`config.mk`:
```
export PLATFORM = sky130hd
export DESIGN_NAME = wrapper_1500_bist_ctrl_flat
export DESIGN_NICKNAME = d
export VERILOG_FILES = /design/src/rtl/wrapper_1500_bist_ctrl_pkg.sv /design/src/rtl/wrapper_1500_bist_ctrl_if.sv /design/src/rtl/wrapper_1500_bist_ctrl_shift_reg.sv /design/src/rtl/wrapper_1500_bist_ctrl.sv /design/src/flat_wrapper.sv
export SDC_FILE = /design/constraint.sdc
export NUM_CORES = 1
export LEC_CHECK = 0
export CAP_MARGIN = 10
export CORE_UTILIZATION = 63
export CTS_BUF_LIST = sky130_fd_sc_hd__clkbuf_4 sky130_fd_sc_hd__clkbuf_8
export DETAILED_ROUTE_END_ITERATION = 10
export GPL_TIMING_DRIVEN = 1
export MAX_ROUTING_LAYER = met4
export PLACE_DENSITY = 0.89
export SLEW_MARGIN = 20
export SYNTH_ARGS = -nofsm -noshare
export SYNTH_HDL_FRONTEND = slang
export SYNTH_HIERARCHICAL = 1
export SYNTH_SLANG_ARGS = --single-unit
export TNS_END_PERCENT = 30
```
`constraint.sdc`:
```
create_clock -name clk -period 2.1 [get_ports clk]
set_input_delay 0.42 -clock clk [delete_from_list [all_inputs] [get_ports clk]]
set_output_delay 0.42 -clock clk [all_outputs]
set_load 0.03 [all_outputs]
```
`src/rtl/wrapper_1500_bist_ctrl_pkg.sv`:
```
// Shared definitions for the 1500 wrapper BIST front end: instruction codes,
// run FSM states and bit offsets of the STATUS data register.
package wrapper_1500_pkg;

   localparam logic [2:0] WS_BYPASS = 3'b000;
   localparam logic [2:0] WS_RUN    = 3'b001;
   localparam logic [2:0] WS_STATUS = 3'b010;

   typedef enum logic [2:0] {
      IDLE,
      START,
      ARM,
      RUN,
      DONE
   } bist_state_e;

   // STATUS WDR layout, LSB shifted out first: {cnt, tmo, busy, done, pass}
   localparam int ST_PASS_BIT = 0;
   localparam int ST_DONE_BIT = 1;
   localparam int ST_BUSY_BIT = 2;
   localparam int ST_TMO_BIT  = 3;
   localparam int ST_CNT_LSB  = 4;

endpackage

```
`src/rtl/wrapper_1500_bist_ctrl_if.sv`:
```
// Serial wrapper access port (WSP subset): ATE/TAP side is master, the wrapper is slave.
interface wrapper_1500_bist_ctrl_if;
   logic selectwir;
   logic shiftwr;
   logic capturewr;
   logic updatewr;
   logic wsi;
   logic wso;

   modport master (output selectwir, shiftwr, capturewr, updatewr, wsi, input wso);
   modport slave  (input selectwir, shiftwr, capturewr, updatewr, wsi, output wso);
endinterface

```
`src/rtl/wrapper_1500_bist_ctrl_shift_reg.sv`:
```
// Capture/shift register stage used for the WIR, WBY and STATUS registers.
// Capture wins over shift; shifting moves toward the LSB, which is the serial output.
module wrapper_shift_reg #(
   parameter int W = 1
) (
   input  logic         clk,
   input  logic         rst_n,
   input  logic         capture,
   input  logic         shift,
   input  logic [W-1:0] cap_val,
   input  logic         si,
   output logic [W-1:0] q
);

   logic [W-1:0] shifted;

   generate
      if (W == 1) begin : g_one
         assign shifted = si;
      end else begin : g_multi
         assign shifted = {si, q[W-1:1]};
      end
   endgenerate

   always_ff @(posedge clk or negedge rst_n) begin
      if (!rst_n) begin
         q <= '0;
      end else if (capture) begin
         q <= cap_val;
      end else if (shift) begin
         q <= shifted;
      end
   end

endmodule

```
`src/rtl/wrapper_1500_bist_ctrl.sv`:
```
// IEEE 1500-style wrapper front end for the SRAM MBIST engine: WIR decode, run FSM,
// status capture. Optional run timeout is enabled by defining WRAPPER_TIMEOUT_EN.
module wrapper_1500_bist_ctrl
   import wrapper_1500_pkg::*;
#(
   parameter int WIR_W = 3,
   parameter int CNT_W = 20
`ifdef WRAPPER_TIMEOUT_EN
   , parameter logic [CNT_W-1:0] TMO_CYC = 20'hFFFFF
`endif
) (
   input  logic                      clk,
   input  logic                      rst_n,
   wrapper_1500_bist_ctrl_if.slave   wif,
   output logic                      start_bist,
   input  logic                      bist_done,
   input  logic                      bist_pass,
   output logic                      bist_mode
);

   localparam int STAT_W = CNT_W + ST_CNT_LSB;

   function automatic logic [CNT_W-1:0] sat_inc(input logic [CNT_W-1:0] v);
      return (&v) ? v : v + CNT_W'(1);
   endfunction

   bist_state_e       state, state_nxt;
   logic [WIR_W-1:0]  wir_q, wir_active;
   logic              wby_q;
   logic [STAT_W-1:0] stat_q, status_live;
   logic [CNT_W-1:0]  cnt;
   logic              done, pass, tmo, busy;
   logic              do_upd, do_cap, do_shift;
   logic              sel_status, run_req, run_start, tmo_hit;
   logic              sel_lsb, wso_p0;

   // updatewr masks capturewr, which masks shiftwr
   assign do_upd     = wif.updatewr;
   assign do_cap     = wif.capturewr & ~wif.updatewr;
   assign do_shift   = wif.shiftwr & ~wif.capturewr & ~wif.updatewr;
   assign sel_status = (wir_active == WIR_W'(WS_STATUS));
   assign run_req    = do_upd & ~wif.selectwir & (wir_active == WIR_W'(WS_RUN));
   assign run_start  = run_req & ((state == IDLE) | (state == DONE));

   wrapper_shift_reg #(.W(WIR_W)) u_wir (
      .clk(clk), .rst_n(rst_n),
      .capture(do_cap & wif.selectwir), .shift(do_shift & wif.selectwir),
      .cap_val(wir_active), .si(wif.wsi), .q(wir_q)
   );

   wrapper_shift_reg #(.W(1)) u_wby (
      .clk(clk), .rst_n(rst_n),
      .capture(do_cap & ~wif.selectwir & ~sel_status),
      .shift(do_shift & ~wif.selectwir & ~sel_status),
      .cap_val(1'b0), .si(wif.wsi), .q(wby_q)
   );

   wrapper_shift_reg #(.W(STAT_W)) u_status (
      .clk(clk), .rst_n(rst_n),
      .capture(do_cap & ~wif.selectwir & sel_status),
      .shift(do_shift & ~wif.selectwir & sel_status),
      .cap_val(status_live), .si(wif.wsi), .q(stat_q)
   );

   always_ff @(posedge clk or negedge rst_n) begin
      if (!rst_n) begin
         wir_active <= WIR_W'(WS_BYPASS);
      end else if (do_upd & wif.selectwir) begin
         wir_active <= wir_q;
      end
   end

   always_comb begin
      if (wif.selectwir) begin
         sel_lsb = wir_q[0];
      end else if (sel_status) begin
         sel_lsb = stat_q[0];
      end else begin
         sel_lsb = wby_q;
      end
   end

   // ---- stage p0: registered serial output ----
   always_ff @(posedge clk or negedge rst_n) begin
      if (!rst_n) begin
         wso_p0 <= 1'b0;
      end else begin
         wso_p0 <= sel_lsb;
      end
   end
   assign wif.wso = wso_p0;

`ifdef WRAPPER_TIMEOUT_EN
   assign tmo_hit = (state == RUN) & ~bist_done & (cnt == TMO_CYC);
`else
   assign tmo_hit = 1'b0;
`endif

   always_ff @(posedge clk or negedge rst_n) begin
      if (!rst_n) begin
         state <= IDLE;
      end else begin
         state <= state_nxt;
      end
   end

   always_comb begin
      state_nxt = state;
      unique case (state)
         IDLE:    if (run_req) state_nxt = START;
         START:   state_nxt = ARM;
         ARM:     state_nxt = RUN;   // engine may still present the previous run's done
         RUN:     if (bist_done || tmo_hit) state_nxt = DONE;
         DONE:    state_nxt = run_req ? START : IDLE;
         default: state_nxt = IDLE;
      endcase
   end

   always_comb begin
      start_bist = (state == START);
      busy       = (state == START) | (state == ARM) | (state == RUN);
      bist_mode  = busy;
   end

   always_ff @(posedge clk or negedge rst_n) begin
      if (!rst_n) begin
         cnt  <= '0;
         done <= 1'b0;
         pass <= 1'b0;
         tmo  <= 1'b0;
      end else if (run_start) begin
         cnt  <= '0;
         done <= 1'b0;
         pass <= 1'b0;
         tmo  <= 1'b0;
      end else if (state == RUN) begin
         cnt <= sat_inc(cnt);
         if (bist_done) begin
            done <= 1'b1;
            pass <= bist_pass;
         end else if (tmo_hit) begin
            done <= 1'b1;
            pass <= 1'b0;
            tmo  <= 1'b1;
         end
      end
   end

   always_comb begin
      status_live = '0;
      status_live[ST_PASS_BIT] = pass;
      status_live[ST_DONE_BIT] = done;
      status_live[ST_BUSY_BIT] = busy;
      status_live[ST_TMO_BIT]  = tmo;
      status_live[STAT_W-1:ST_CNT_LSB] = cnt;
   end

endmodule

```
`src/flat_wrapper.sv`:
```
// flat-port wrapper written by rule: the top's interface ports become plain ports
module wrapper_1500_bist_ctrl_flat import wrapper_1500_pkg::*;
#(
   parameter int WIR_W = 3,
   parameter int CNT_W = 20

)
  (clk, rst_n, start_bist, bist_done, bist_pass, bist_mode, wif_selectwir, wif_shiftwr, wif_capturewr, wif_updatewr, wif_wsi, wif_wso);
  wrapper_1500_bist_ctrl_if wif_i ();
  input  logic clk;
  input  logic rst_n;
  output logic start_bist;
  input  logic bist_done;
  input  logic bist_pass;
  output logic bist_mode;
  input wire logic [$bits(wif_i.selectwir)-1:0] wif_selectwir;
  input wire logic [$bits(wif_i.shiftwr)-1:0] wif_shiftwr;
  input wire logic [$bits(wif_i.capturewr)-1:0] wif_capturewr;
  input wire logic [$bits(wif_i.updatewr)-1:0] wif_updatewr;
  input wire logic [$bits(wif_i.wsi)-1:0] wif_wsi;
  output wire logic [$bits(wif_i.wso)-1:0] wif_wso;
  assign wif_i.selectwir = wif_selectwir;
  assign wif_i.shiftwr = wif_shiftwr;
  assign wif_i.capturewr = wif_capturewr;
  assign wif_i.updatewr = wif_updatewr;
  assign wif_i.wsi = wif_wsi;
  assign wif_wso = wif_i.wso;
  wrapper_1500_bist_ctrl #(.WIR_W(WIR_W), .CNT_W(CNT_W)) u_core (.clk(clk), .rst_n(rst_n), .wif(wif_i), .start_bist(start_bist), .bist_done(bist_done), .bist_pass(bist_pass), .bist_mode(bist_mode));
endmodule
```
==> impl_results.md, run 1 <==
- Final wirelength: 6420 um
- Worst setup EP type: primary output
- Starting DRC count in detailed routing: 222
- Asr flop ratio synth: 100%
- Antenna-violating nets left: 0
- Die height: 69.6 um
- Max-slew violation count: 0
- Setup CP Type: reg2out
- Worst vdd ir: 0.000809 V
- Root Buffer: clkbuf_8
- All-Layer GR Usage: 30.1%
- # port buffers: 11
- Final instance area: 0.00332 sq mm
- Slack of the worst reg-to-reg path: 0.16 ns
- CP Data Required Time: 1.68 ns
- Relative slew slack: 65.5%
- Drt drc: 0
- Slew of the pin with the lowest slew margin: 0.518 ns
- PwrDens: 1310 mW/mm^2
- Max Cap Viol: 0
- WL/cell: 17.5 um
- Area fraction of the dominant cell type after synthesis: 49.6%
- Initial antenna violation count: 0
- Top cells by count, synth: dfrtp_1 (57), nand2_1 (45), mux2i_1 (31)
- Global-route wire length before repair: 10900 um
- Dpl cell area: 0.00309 sq mm
- Clock Pin Slew Worst Setup and Hold Paths: 0.06 ns
- FF-to-FF End: u_core/cnt[17]
- Final hold viol count: 0
- DR pass1 iterations: 5
- Cell taking the most area after synthesis: dfrtp_1
- Core Region: 0.00438 sq mm
- CP arrival: 1.54 ns
- Top cells by area, synth: dfrtp_1 (50%), mux2i_1 (11%), nand2_1 (5.9%)
- Synth Cell Area: 0.00288 sq mm
- Global route overflow: 0
- Seq/Total Area, Yosys: 49.6%
- Warnings, synthesis: 6
- Htree depth: 3
- FP Rows: 24
- Die Width: 69.6 um
- Min-Delay Path Class: in2async
- Largest net degree at the start of global routing: 49
- Ant. Diodes: 0
- CTS Buf Count: 9
- Outcome: complete, no violations
- Initial Utilization: 65.6%
- Avg Cell Area, Syn: 10.1 sq um
- Main synth FF type: dfrtp_1
- Crit. Startpoint: u_core/state[0]
- Layout cells sized above 1: 14.0%
- Unrepaired setup endpoints after global routing: false
- P_leak: 1.34 nW
- Period minus WS final: 1.96 ns
- Number of synthesized flops with an enable pin: 0
- Clock Skew: 0.00845 ns
- Netlist cell types: 49
- CP Capture Point: bist_mode
- Clock Latency Late Sink: 0.33 ns
- Count leader, synth: dfrtp_1
- Worst-path maximum fanout: 7
- FF-to-FF Start: u_core/cnt[1]
- Clock Tree Buf Depth: 2
- FF+latch count, synth: 57
- R2R depth: 7
- # clock sinks: 57
- Hpwl dp: 4030 um
- Vias: 2288
- Area Growth Syn to Fin: 15.4%
- Fmax achieved: 510 MHz
- Die area: 0.00484 sq mm
- Boundary Pins: 12
- Final worst-path cycle share: 93.4%
- Worst Setup Start Kind: register
- Cells after Synth: 286
- Via density: 6.23
- Vias in the first global route: 2345
- GPL Wtd Cong: 0.867
- Post-Route Setup TNS: 0 ns
- Setup violators final: 0
- CTS tree: built
- Final #Nets: 320
[cells in the final DEF, fill, tap and decap left out, types with 2 or more instances in the layout]
master,netlist,routed
o21ai_0,5,5
nand4_1,3,3
o31ai_1,3,3
xnor2_1,3,3
or3_1,2,2
conb_1,1,2
clkbuf_4,0,2
nor3_1,3,3
a2111oi_2,2,2
dlygate4sd2_1,0,2
dfrtp_1,57,57
or4_1,2,2
o21ai_1,27,27
nor4bb_1,2,2
mux2i_1,31,31
mux2_2,3,3
a21oi_1,9,9
a31oi_1,6,6
and3_1,3,3
o211ai_1,3,3
inv_1,3,3
a211oi_1,2,2
clkdlybuf4s50_1,0,8
clkbuf_8,0,12
nand2b_1,4,4
buf_4,3,11
nor2_1,18,18
nand2_1,45,44
nor3b_1,2,2
buf_12,2,3
nand3_1,15,15
[kinds of logic (layout without fill, tap and decap cells)]
kind of cell             Yosys count  in the layout  share of synthesized area, %
multiplexers                      34             34                          12.0
AND/OR/NAND/NOR                  110            110                          19.1
buffers and inverters             16             44                          4.30
other                              1              2                         0.130
adder cells (fa/ha/maj)            1              1                         0.435
XOR/XNOR                           3              3                         0.913
AO/OA/AOI/OAI                     64             64                          13.6
flip-flops                        57             57                          49.6
[report_power, final]
| part | switching [mW] | internal (mW) |
|---|---|---|
| combinational | 0.737 | 0.539 |
| sequential | 0.438 | 1.55 |
| clock | 0.420 | 0.670 |
[sequential cells by signal, summed over array words and instances, names as in the netlist]
register	cells
u_core/cnt	20
u_core/done	1
u_core/pass	1
u_core/state	3
u_core/u_status/q	24
u_core/u_wby/q	1
u_core/u_wir/q	3
u_core/wif.wso	1
u_core/wir_active	3
[cell type report]
type / count / area [sq um]
flip-flops and latches: 57 / 1430
multi-input cells: 214 / 1360
fillers: 263 / 1060
repair buffers: 25 / 245
clock buffers: 14 / 180
well taps: 52 / 65.1
clock inverters: 2 / 35.0
inverters: 3 / 11.3
[critical path, stage by stage, from the launching register on]
cell and delay, ns:
dfrtp_1 0.46, nor2_1 0.08, nor2_1 0.24, dlygate4sd2_1 0.44
[routing by layer]
| metal | GRT usage, % | routed length (um) | up-vias |
|---|---|---|---|
| met5 | - | 0 | - |
| met4 | 13.4 | 89 | 0 |
| met3 | 6.98 | 410 | 12 |
| met2 | 45.0 | 3110 | 97 |
| met1 | 39.5 | 2810 | 1091 |
| li1 | - | - | 1088 |
[metrics by stage]
stage | hold WS (ns) | power [mW] | std cells | setup slack, ns | util, %
after detailed placement | 0.422 | 3.20 | 351 | -0.0164 | 70.4
after CTS | 0.0667 | 4.32 | 367 | 0.0456 | 75.5
after floorplan | 0.124 | 2.74 | 287 | 0.250 | -
after global routing | 0.0957 | 4.62 | 367 | 0.00827 | 75.7
final | 0.0569 | 4.35 | 367 | 0.138 | 75.7
after global placement | 0.416 | 3.11 | 351 | 0.0484 | 70.4
[worst min path at each step]
stage / start / to / slack [ns] / cells past startpoint
6_report: rst_n / u_core/u_status/q[13] / 0.06 / 1
5_1_grt: rst_n / u_core/u_status/q[17] / 0.1 / 1
4_1_cts: rst_n / u_core/u_status/q[17] / 0.07 / 1
3_5_place_dp: rst_n / u_core/u_status/q[13] / 0.42 / 1
3_3_place_gp: rst_n / u_core/u_status/q[16] / 0.42 / 1
2_1_floorplan: rst_n / u_core/cnt[0] / 0.12 / 0
[what timing repair did]
action                                  4_1_cts  5_1_grt
hold buffers                                  0        0
gates resized for setup                       4        2
endpoints found under the setup margin        6       12
setup buffers                                 0        0
No activity file was read; power rests on OpenSTA's default activity.
==> run 2, diff against run 1 <==
--- a/config.mk
+++ b/config.mk
@@ -6,12 +6,13 @@
 export NUM_CORES = 1
 export LEC_CHECK = 0
 export CAP_MARGIN = 10
-export CORE_UTILIZATION = 63
+export CORE_UTILIZATION = 65
 export CTS_BUF_LIST = sky130_fd_sc_hd__clkbuf_4 sky130_fd_sc_hd__clkbuf_8
 export DETAILED_ROUTE_END_ITERATION = 10
+export DONT_BUFFER_PORTS = 1
 export GPL_TIMING_DRIVEN = 1
 export MAX_ROUTING_LAYER = met4
-export PLACE_DENSITY = 0.89
+export PLACE_DENSITY = 0.88
 export SLEW_MARGIN = 20
 export SYNTH_ARGS = -nofsm -noshare
 export SYNTH_HDL_FRONTEND = slang
==> run 2 against run 1 <==
Combinational power decreased by 3%. Clock power about the same. Global-route usage up 1.4 points. Critical path depth increased by 4.
==> impl_results.md, run 2 (synthesis results as in run 1) <==
- Outcome: complete, no violations
- CP max-delay cell: dfrtp_1
- Boundary Pins: 12 (unchanged)
- Drt drc: 0 (unchanged)
- Filler cells: 258 (-1.9%)
- Final instance area: 0.00327 sq mm (-1.4%)
- Ant. Diodes: 0 (unchanged)
- Min-delay src: wif_selectwir
- Worst path cell trace: ha_2 -> nand4_1 -> nor4_4 -> buf_4 -> nand3_1 -> or3_1 -> nand3_1
- Worst setup EP type: register
- Setup violators final: 0 (unchanged)
- FF-to-FF Start: u_core/cnt[1]
- Initial Utilization: 69.9% (+4.3 points)
- Layout cells sized above 1: 15.8% (+1.8 points)
- FP Rows: 23 (-4.2%)
- Vias: 2286 (-0.087%)
- Final #Nets: 315 (-1.6%)
- Initial antenna violation count: 0 (unchanged)
- GPL Wtd Cong: 0.898 (+3.6%)
- Delay-heaviest family, CP: simple AND/OR/NAND/NOR gates
- Critical Path Max Stage Delay: 0.40 ns (-0.06 ns)
- Root Buffer: clkbuf_8
- WHS Path Cells: 1
- CP Data Required Time: 2.37 ns (+0.69 ns)
- Final hold viol count: 0 (unchanged)
- Global route overflow: 0 (unchanged)
- # clock sinks: 57 (unchanged)
- CTS Buf Count: 9 (unchanged)
- Biggest regs: u_core/u_status/q: 24 flops, u_core/cnt: 20 flops
- WHS Endpoint: u_core/wif.wso
- Slew of the pin with the lowest slew margin: 0.710 ns (+0.192 ns)
- Global-route wire length before repair: 10100 um (-7.6%)
- Final wirelength: 6350 um (-1.1%)
- Vias in the first global route: 2132 (-9.1%)
- Worst setup margin: 0.0563 ns (-0.0818 ns)
- Clock Skew: 0.00234 ns (-0.00611 ns)
- CP Buf/Inv Count: 1 (unchanged)
- R2R depth: 7 (unchanged)
- Largest register by flop count: u_core/u_status/q
- WL/cell: 17.6 um (+0.79%)
- Slack of the worst reg-to-reg path: 0.06 ns (-0.10 ns)
- Setup CP Type: reg2reg
- Worst vdd ir: 0.00100 V (+24%)
- Most frequent cells in the layout: dfrtp_1 (57), nand2_1 (44), mux2i_1 (31)
- Largest register FFs: 24 (unchanged)
- Antenna-violating nets left: 0 (unchanged)
- Unrepaired setup endpoints after global routing: true
- CTS tree: built
- All-Layer GR Usage: 31.5% (+1.4 points)
- Core Region: 0.00412 sq mm (-6.1%)
- Period minus WS final: 2.04 ns (+0.0818 ns)
- Die height: 68.5 um (-1.5%)
- Largest net degree at the start of global routing: 58 (+18%)
- Clock Pin Slew Worst Setup and Hold Paths: 0.06 ns (about the same)
- Post-place setup slack: -0.00193 ns (+0.0145 ns)
- Fmax achieved: 489 MHz (-4.0%)
- DR pass1 iterations: 4 (-1)
- Crit-path most repeated cell: nand3_1
- Min-Delay Path Class: in2reg
- Clock Latency Late Sink: 0.33 ns (about the same)
- FF-to-FF End: u_core/cnt[16]
- Max-slew violation count: 0 (unchanged)
- CP arrival: 2.31 ns (+0.77 ns)
- Max Cap Viol: 0 (unchanged)
- Most common cell after layout, fill and taps aside: dfrtp_1
- Worst-path maximum fanout: 4 (-3)
- Relative slew slack: 52.7% (-13 points)
- Die area: 0.00470 sq mm (-3.0%)
- Die Width: 68.5 um (-1.5%)
- Area Growth Syn to Fin: 13.7%
- PwrDens: 1320 mW/mm^2 (+0.86%)
- Dpl cell area: 0.00298 sq mm (-3.4%)
- Hpwl dp: 4020 um (-0.13%)
- Worst Setup Start Kind: register
- Post-Route Setup TNS: 0 ns (unchanged)
- Final worst-path cycle share: 97.3% (+3.9 points)
- # port buffers: 0 (-11)
- Htree depth: 3 (unchanged)
- Starting DRC count in detailed routing: 217 (-2.3%)
- Clock Tree Buf Depth: 2 (unchanged)
- Via density: 6.35 (+1.9%)
- P_leak: 1.33 nW (-0.32%)
## run 2: changes by cell type in the layout (fill, tap and decap cells not counted), sizes merged
cell / previous run / this run
clkdlybuf4s50: 8 / 0
dlygate4sd2: 2 / 0
dlygate4sd3: 0 / 1
buf: 15 / 19
## run 2: final cells by class
| type | instances | area (sq um) | area share [%] |
|---|---|---|---|
| tap | 50 | 62.6 | 1.91 |
| timing repair buffer | 20 | 198 | 6.04 |
| clock buffer | 14 | 180 | 5.50 |
| inverter | 3 | 11.3 | 0.344 |
| sequential | 57 | 1430 | 43.6 |
| multi-input combinational | 214 | 1360 | 41.6 |
| clock inverter | 2 | 35.0 | 1.07 |
## run 2: stage by stage
stage | instances | hold slack [ns] | utilization, % | power [mW]
after global placement | 340 | 0.125 | 72.5 | 3.05
after global routing | 360 | 0.186 | 79.5 | 4.59
after CTS | 358 | 0.184 | 78.8 | 4.28
final | 360 | 0.196 | 79.5 | 4.33
after detailed placement | 340 | 0.125 | 72.5 | 3.15
after floorplan | 287 | 0.124 | - | 2.74
## run 2: how the worst max path moves through the flow
stage / cells after the start / start / endpoint
final: 7 / u_core/cnt[1] / u_core/cnt[16]
after global routing: 7 / u_core/cnt[1] / u_core/cnt[16]
after CTS: 7 / u_core/cnt[1] / u_core/cnt[12]
after detailed placement: 7 / u_core/cnt[1] / u_core/cnt[12]
after global placement: 7 / u_core/cnt[1] / u_core/cnt[13]
after floorplan: 7 / u_core/cnt[0] / u_core/cnt[8]
## run 2: repair_timing
action / CTS / global route
resized for setup: 1 / 4
hold buffers: 2 / 0
hold endpoints to repair: 57 / 0
setup buffers: 0 / 2
endpoints found under the setup margin: 2 / 11
pin swaps: 0 / 1
## run 2: routing by layer
layer	vias up	GRT usage, %	part of all wire, %
li1	1074	-	-
met3	11	5.92	5.3
met2	74	46.4	48
met4	0	15.1	1.5
met1	1127	42.0	45
met5	-	-	0
## run 2: power breakdown
part	leakage, nW	internal (mW)	switching (mW)	total (mW)
clock network	0.114	0.670	0.421	1.09
logic	0.500	0.533	0.704	1.24
registers	0.719	1.55	0.450	2.00
total	1.33	2.75	1.58	4.33
==> run 3, diff against run 2 <==
--- a/config.mk
+++ b/config.mk
@@ -13,7 +13,7 @@
 export GPL_TIMING_DRIVEN = 1
 export MAX_ROUTING_LAYER = met4
 export PLACE_DENSITY = 0.88
-export SLEW_MARGIN = 20
+export SLEW_MARGIN = 40
 export SYNTH_ARGS = -nofsm -noshare
 export SYNTH_HDL_FRONTEND = slang
 export SYNTH_HIERARCHICAL = 1
==> results of run 3 <==
No change in the layout: final DEF, timing and power equal those of run 2.
